[src/rtl/adc_readout_ctrl_pkg.sv]
// Shared definitions for the ADC readout sequencer: state encodings,
// pipe-word header position and status-word layout.
package adc_readout_ctrl_pkg;

  typedef enum logic [2:0] {
    ST_IDLE   = 3'd0,
    ST_ARM    = 3'd1,
    ST_READY  = 3'd2,
    ST_STREAM = 3'd3,
    ST_FLUSH  = 3'd4,
    ST_DONE   = 3'd5
  } state_e;

  localparam int HDR_BIT          = 15;
  localparam int STATUS_OVF_BIT   = 15;
  localparam int STATUS_UNF_BIT   = 14;
  localparam int STATUS_STATE_LSB = 2;

  function automatic logic [15:0] pack_status(input logic ovf, input logic unf, input state_e st);
    logic [15:0] s;
    s = '0;
    s[STATUS_OVF_BIT] = ovf;
    s[STATUS_UNF_BIT] = unf;
    s[STATUS_STATE_LSB +: 3] = st;
    return s;
  endfunction

endpackage

[src/rtl/adc_readout_ctrl_sync_2ff.sv]
// Two-flop synchroniser for single-bit level signals crossing clock domains.
// Shared by the fifo_full path here and the capture_en path on the ADC side.
module sync_2ff #(
  parameter int WIDTH = 1
) (
  input  logic             clk,
  input  logic             rst_n,
  input  logic [WIDTH-1:0] d,
  output logic [WIDTH-1:0] q
);

  logic [WIDTH-1:0] meta_q, meta_d;
  logic [WIDTH-1:0] sync_q, sync_d;

  always_comb begin
    meta_d = d;
    sync_d = meta_q;
  end

  always_ff @(posedge clk or negedge rst_n) begin
    if (!rst_n) begin
      meta_q <= '0;
      sync_q <= '0;
    end else begin
      meta_q <= meta_d;
      sync_q <= sync_d;
    end
  end

  assign q = sync_q;

endmodule

[src/rtl/adc_readout_ctrl.sv]
// Read-side sequencer for the ADC capture FIFO: arms capture, waits for a full
// block, serves it to the 16-bit pipe-out one word per host read, then drains.
module adc_readout_ctrl
  import adc_readout_ctrl_pkg::*;
#(
  parameter int PRECISION        = 10,
  parameter int FIFO_COUNT_WIDTH = 12,
  parameter int BLOCK_LEN        = 1024
) (
  input  logic                        clk,
  input  logic                        rst_n,
  input  logic                        start,
  input  logic                        abort,
  input  logic                        continuous,
  output logic                        capture_en,
  output logic                        fifo_rd_en,
  input  logic [PRECISION-1:0]        fifo_dout,
  input  logic                        fifo_empty,
  input  logic                        fifo_full,
  input  logic [FIFO_COUNT_WIDTH-1:0] fifo_rd_count,
  input  logic                        pipe_rd,
  output logic [15:0]                 pipe_data,
  output logic                        pipe_ready,
  output logic                        busy,
  output logic                        done,
  output logic [15:0]                 status
);

  localparam logic [FIFO_COUNT_WIDTH-1:0] BLOCK_LEN_C = FIFO_COUNT_WIDTH'(BLOCK_LEN);

  state_e                      state_q, state_d;
  logic                        cont_q, cont_d;
  logic                        ovf_q, ovf_d;
  logic                        unf_q, unf_d;
  logic                        capture_en_q, capture_en_d;
  logic                        pipe_ready_q, pipe_ready_d;
  logic                        busy_q, busy_d;
  logic                        done_q, done_d;
  logic                        rd_issued_q, rd_issued_d;
  logic                        hdr_q, hdr_d;
  logic [15:0]                 status_q, status_d;
  logic [FIFO_COUNT_WIDTH-1:0] word_cnt_q, word_cnt_d;
  logic [FIFO_COUNT_WIDTH-1:0] cnt_inc;
  logic                        serving;
  logic                        full_sync;
  logic [15:0]                 pipe_word;

  sync_2ff #(.WIDTH(1)) u_full_sync (
    .clk   (clk),
    .rst_n (rst_n),
    .d     (fifo_full),
    .q     (full_sync)
  );

  always_comb begin
    state_d     = state_q;
    cont_d      = cont_q;
    ovf_d       = ovf_q | full_sync;
    unf_d       = unf_q;
    word_cnt_d  = word_cnt_q;
    rd_issued_d = 1'b0;
    hdr_d       = 1'b0;
    fifo_rd_en  = 1'b0;
    serving     = (state_q == ST_READY) || (state_q == ST_STREAM);
    cnt_inc     = (word_cnt_q == '1) ? word_cnt_q : word_cnt_q + FIFO_COUNT_WIDTH'(1);

    // An empty FIFO still consumes the host read slot; the word goes out as 0.
    if (serving && pipe_rd) begin
      fifo_rd_en  = ~fifo_empty;
      rd_issued_d = ~fifo_empty;
      hdr_d       = (word_cnt_q == '0);
      unf_d       = unf_q | fifo_empty;
      word_cnt_d  = cnt_inc;
    end

    case (state_q)
      ST_IDLE: begin
        if (start) begin
          state_d    = ST_ARM;
          cont_d     = continuous;
          ovf_d      = 1'b0;
          unf_d      = 1'b0;
          word_cnt_d = '0;
        end
      end
      ST_ARM: begin
        if (fifo_rd_count >= BLOCK_LEN_C) state_d = ST_READY;
      end
      ST_READY, ST_STREAM: begin
        if (pipe_rd) begin
          if (cnt_inc >= BLOCK_LEN_C) begin
            state_d    = cont_q ? ST_ARM : ST_FLUSH;
            word_cnt_d = '0;
          end else begin
            state_d = ST_STREAM;
          end
        end
      end
      ST_FLUSH: begin
        fifo_rd_en = ~fifo_empty;
        if (fifo_empty) state_d = ST_DONE;
      end
      ST_DONE: state_d = ST_IDLE;
      default: state_d = ST_IDLE;
    endcase

    if (abort && (state_q != ST_IDLE)) state_d = ST_FLUSH;

    capture_en_d = (state_d == ST_ARM);
    pipe_ready_d = (state_d == ST_READY) || (state_d == ST_STREAM);
    busy_d       = (state_d != ST_IDLE);
    done_d       = (state_d == ST_DONE);
    status_d     = pack_status(ovf_d, unf_d, state_d);
  end

  always_ff @(posedge clk or negedge rst_n) begin
    if (!rst_n) begin
      state_q      <= ST_IDLE;
      cont_q       <= 1'b0;
      ovf_q        <= 1'b0;
      unf_q        <= 1'b0;
      capture_en_q <= 1'b0;
      pipe_ready_q <= 1'b0;
      busy_q       <= 1'b0;
      done_q       <= 1'b0;
      rd_issued_q  <= 1'b0;
      hdr_q        <= 1'b0;
      status_q     <= '0;
      word_cnt_q   <= '0;
    end else begin
      state_q      <= state_d;
      cont_q       <= cont_d;
      ovf_q        <= ovf_d;
      unf_q        <= unf_d;
      capture_en_q <= capture_en_d;
      pipe_ready_q <= pipe_ready_d;
      busy_q       <= busy_d;
      done_q       <= done_d;
      rd_issued_q  <= rd_issued_d;
      hdr_q        <= hdr_d;
      status_q     <= status_d;
      word_cnt_q   <= word_cnt_d;
    end
  end

  // FIFO dout is already a register one cycle after rd_en; only the framing is held here.
  always_comb begin
    pipe_word = '0;
    if (rd_issued_q) begin
      pipe_word[PRECISION-1:0] = fifo_dout;
      pipe_word[HDR_BIT]       = hdr_q;
    end
  end

  assign pipe_data  = pipe_word;
  assign capture_en = capture_en_q;
  assign pipe_ready = pipe_ready_q;
  assign busy       = busy_q;
  assign done       = done_q;
  assign status     = status_q;

endmodule

[config.mk]
export PLATFORM = sky130hd
export DESIGN_NAME = adc_readout_ctrl
export DESIGN_NICKNAME = d
export VERILOG_FILES = /design/src/rtl/adc_readout_ctrl_pkg.sv /design/src/rtl/adc_readout_ctrl_sync_2ff.sv /design/src/rtl/adc_readout_ctrl.sv
export SDC_FILE = /design/constraint.sdc
export NUM_CORES = 1
export LEC_CHECK = 0
export CAP_MARGIN = 15
export CORE_MARGIN = 10
export CORE_UTILIZATION = 47
export CTS_BUF_LIST = sky130_fd_sc_hd__clkbuf_4 sky130_fd_sc_hd__clkbuf_8
export DETAILED_ROUTE_END_ITERATION = 12
export GPL_TIMING_DRIVEN = 1
export HOLD_SLACK_MARGIN = 0.15
export PLACE_DENSITY = 0.86
export SLEW_MARGIN = 5
export SYNTH_ARGS = -nofsm -noshare
export SYNTH_HDL_FRONTEND = slang
export SYNTH_SLANG_ARGS = --single-unit
[constraint.sdc]
create_clock -name clk -period 3.2 [get_ports clk]
set_input_delay 0.64 -clock clk [delete_from_list [all_inputs] [get_ports clk]]
set_output_delay 0.64 -clock clk [all_outputs]
set_load 0.02 [all_outputs]
==> After elaboration in Yosys (flattened, before gate mapping) <==
Cells that the tools add are included.
{ "totals": {"ff_bits": 31, "inputBits": 30, "output_inout_bits": 37} }
{ "op_classes": {"addsub": 1, "magnitude_cmp": 2, "n_eq_ne": 9, "n_mux": 24, "bitwise_logic": 3, "reduce_logical": 10} }
{ "op_table": {"columns": ["cell", "n"], "rows": [
  ["$mux 12", 5],
  ["$ge 12x11->1 const B", 2],
  ["$pmux 12 s2", 1],
  ["$mux 3", 7],
  ["$add 12x1->12 const B", 1],
  ["$eq 12x12->1 const B", 1],
  ["$eq 3x2->1 const B", 4],
  ["$logic_not 12->1", 1],
  ["$pmux 3 s4", 1],
  ["$mux 10", 1],
  ["$mux 1", 9],
  ["$eq 3x1->1 const B", 2],
  ["$eq 3x3->1 const B", 2],
  ["$reduce_bool 3->1", 2],
  ["$logic_not 3->1", 1],
  ["$logic_and 1x1->1", 2],
  ["$logic_or 1x1->1", 2],
  ["$or 1x1->1", 2],
  ["$reduce_and 2->1", 1],
  ["$reduce_or 2->1", 1],
  ["$not 1->1", 1]
]} }

==> Longest topological paths before layout <==
{ "depth": {"word_depth": 9, "mapped_depth": 7, "ltp_nobuf": 7} }

==> Cells and area by module <==
Synthesis repeated with hierarchy kept, for this count alone.
{ "hier_totals": {"hier_cells": 174, "hier_area_um2": 1572.8} }
{ "by_module_without_submodules": {"columns": ["mod", "n_inst", "cells_per_inst", "area_each_um2", "seq_area_each_um2"], "rows": [
  ["adc_readout_ctrl", 1, 172, 1522.7, 600.6],
  ["sync_2ff", 1, 2, 50.0, 50.0]
]} }

==> Worst setup path after synthesis <==
Ideal clock, no wire load.
{ "synth_path": {"path_type": "register to output", "startpoint": "register state_q[1]", "endpoint": "output port fifo_rd_en", "arrival_time_ps": 1326, "setup_slack_ps": 1234, "stages_incl_launch_ff": 4, "path_buffers": 1, "cell_sequence": "dfrtp_1 clkbuf_1 nand3b_1 a21oi_1"} }
{ "synth_via": {"elab_chain_cells": 5, "elab_cells_between_ends": 7, "cone_classes": "eq/ne: 3; mux: 2; reduce/logical: 2"} }
{ "synth_rtl": {"columns": ["item", "line", "text"], "rows": [
  ["from (decl)", "adc_readout_ctrl.sv:31", "state_e state_q, state_d;"],
  ["from (signal assigned)", "adc_readout_ctrl.sv:131", "state_q <= state_d;"],
  ["$eq 3x2->1", "adc_readout_ctrl.sv:64", "serving = (state_q == ST_READY) || (state_q == ST_STREAM);"],
  ["$logic_or 1x1->1", "adc_readout_ctrl.sv:64", null],
  ["$logic_and 1x1->1", "adc_readout_ctrl.sv:68", "if (serving && pipe_rd) begin"],
  ["$mux 1", "adc_readout_ctrl.sv:68", null],
  ["$mux 1 (*)", "adc_readout_ctrl.sv:76", "case (state_q)"],
  ["to (decl)", "adc_readout_ctrl.sv:16", "output logic fifo_rd_en,"]
]} }
Every way passes the cells marked *; elsewhere a longest branch is shown, timed or not.

==> Worst setup path after layout <==
{ "layout_path": {"startpoint": "input port pipe_rd", "endpoint": "output port fifo_rd_en"} }
{ "layout_via": {"elab_chain_cells": 3} }
{ "layout_rtl": {"columns": ["item", "line", "text"], "rows": [
  ["from (decl)", "adc_readout_ctrl.sv:21", "input logic pipe_rd,"],
  ["$logic_and 1x1->1", "adc_readout_ctrl.sv:68", null],
  ["$mux 1", "adc_readout_ctrl.sv:68", null],
  ["$mux 1", "adc_readout_ctrl.sv:76", null]
]} }
No other way between the ends.

==> reports/metrics.yaml <==
die_y_um: 77.8
numPortBuffers: 40
clock_tree.root_cell: "clkbuf_4"
antenna_found_initial: 0
numClockSinks: 26
final_cell_count_no_fill: 257
cts_buffers: 3
ant_nets: 0
area_growth_pct: 26.0
post-route-period-util_pct: 86.4
antennaDiodeCount: 0
cp-start-kind: "input port"
critPathMaxFanout: 6
nFillCells: 283
netlist_instances: 174
setup_viol: 0
core_area_um2: 3130
syn_area_um2: 1570
rows: 20
num_vias: 1299
multi_input_area_um2: 797
power_mw: 1.13
tritoncts: "yes"
run_status: "completed"
synth_cell_types: 44
die_w_um: 77.8
reg2reg_setup_slack_ps: 1120
synthArstFlopShare_pct: 100
synth-edff-count: 0
place_area_um2: 1940
path_class: "input port to primary output"
drt-met1-wl_um: 1470
viasPerCell: 5.05
syn_avg_cell_area_um2: 9.03
wl_met2_um: 1780
initial_core_util_pct: 50.2
initialDrtViolationCount: 67
gp_congestion: 0.865
ys.flop_type: "dfrtp_1"
synth_top_area_share_pct: 41.4
top_layer_used: "met4"
grt_usage_pct: 11.0
ir_drop_uv: 410
postCtsSetupBuffers: 0
required_ps: 2560
worstSetupEndpointType: "primary output"
dp.final_hpwl_um: 2790
rsz0062_at_grt: "false"
hold_viol: 0
wl_um: 3550
critical_path_arrival_ps: 2120
dp_cells: 253
stdcell_area_um2: 1980
synth_top_cell_by_area: "dfrtp_1"
finalSetupTns_ps: 0
holdWs_ps: 366
max_freq_mhz: 362
clk_path_buf_depth: 2
die_area_um2: 6060
drive_above_1_share_pct: 7.04
seqCellArea_um2: 651
min_period_ps: 2760
grt_pass1_wl_um: 5750
yosysSeqAreaShare_pct: 41.4
ys_warn_count: 0
wl_per_cell_um: 13.8
maxCapViolCount: 0
grt_overflow: 0
clock_skew_ps: 1.32
holdCritPathClass: "register to register"
clk_pin_slew_ps: 130
cts-htree-levels: 1
postCtsResizedCells: 0
power.density_nw_per_um2: 568
synthTopCellsByArea: "dfrtp_1 (41%), buf_4 (9.6%), nor2_1 (5.5%)"
grt_max_degree: 27
route.met3.wl_um: 275
leakage_nw: 0.866
first_pass_iters: 4
slew_violations: 0
synth_seq_cells: 26
post-route-drc-count: 0
cts-hold-fix-buffers: 0
insertion_delay_ps: 310
ios: 67
final_nets: 246
grt_pass1_vias: 1233
-- report_power, final --
group	total, mW	leakage [nW]	switching [mW]	internal, mW
registers	0.461	0.345	0.0707	0.391
clock network	0.159	0.0210	0.0899	0.0695
logic	0.505	0.501	0.274	0.230
total	1.13	0.866	0.435	0.691
-- final timing paths --
path | from | to | cells past startpoint
max | pipe_rd | fifo_rd_en | 4
min | u_full_sync.meta_q | u_full_sync.q | 0
max reg2reg | word_cnt_q[1] | done | 6
min reg2reg | u_full_sync.meta_q | u_full_sync.q | 0
max in group asynchronous | rst_n | word_cnt_q[1] | 2
min in group asynchronous | rst_n | word_cnt_q[7] | 2
-- layer usage --
metal  vias to the layer above  GRT usage (%)
met4                         0           3.47
met5                         -              0
met3                         4           3.69
li1                        647              -
met2                        47           19.0
met1                       601           12.6
-- registers in the layout, summed over array words and instances (netlist names) --
register,count
word_cnt_q,12
status,3
state_q,2
busy,1
capture_en,1
cont_q,1
done,1
hdr_q,1
pipe_ready,1
rd_issued_q,1
u_full_sync.meta_q,1
u_full_sync.q,1
-- cells in the mapped netlist, types with 2 or more instances --
cell       n
nand4_1    5
nor4_2     2
nand3_1    6
nor3_1     5
dfrtp_1   26
and2_1    12
nor2_1    23
mux2i_1    3
inv_1      4
a21oi_1    8
clkbuf_1   3
xor2_1     3
a211oi_1   3
nand2_1   18
nand2b_1   2
and3_1     2
ha_1       2
o21ai_0    2
buf_4     20
-- cell type report --
class	count	share of cell area, %
multi-input cells	135	40.2
repair buffers	43	21.4
inverters	5	0.948
clock buffers	4	1.83
well taps	44	2.78
flip-flops and latches	26	32.8
-- critical path: stages --
cell	delay, ps
clkdlybuf4s50_1	580
nand3b_1	130
a21oi_1	150
clkdlybuf4s50_1	620
-- layout by cell type (no fill, tap or decap), types with 2 or more instances in the layout --
cell type | netlist | routed
mux2i_1 | 3 | 3
buf_4 | 20 | 3
clkdlybuf4s50_1 | 0 | 40
conb_1 | 1 | 16
dfrtp_1 | 26 | 26
nor4_2 | 2 | 2
inv_1 | 4 | 4
a21oi_1 | 8 | 8
nand2_1 | 18 | 18
a211oi_1 | 3 | 3
and2_1 | 12 | 12
nor3_1 | 5 | 5
nand3_1 | 6 | 6
nor2_1 | 23 | 23
and3_1 | 2 | 2
nand2b_1 | 2 | 2
clkbuf_4 | 0 | 3
xor2_1 | 3 | 3
nand4_1 | 5 | 5
o21ai_0 | 2 | 2
ha_1 | 2 | 2
-- cell families after synthesis --
group / after synthesis / share of synthesized area [%]
adder cells (fa/ha/maj): 2 / 1.59
buffers and inverters: 28 / 11.5
flip-flops: 26 / 41.4
multiplexers: 4 / 2.63
AO/OA/AOI/OAI: 23 / 11.5
AND/OR/NAND/NOR: 86 / 29.0
other: 1 / 0.239
XOR/XNOR: 4 / 2.23
-- metrics by stage --
step           worst slack, ps  util, %
2_1_floorplan             1230        -
3_3_place_gp               473     62.2
3_5_place_dp               459     62.2
4_1_cts                    444     63.3
5_1_grt                    371     63.3
6_report                   436     63.3
Power figures use the tool's default switching activity.
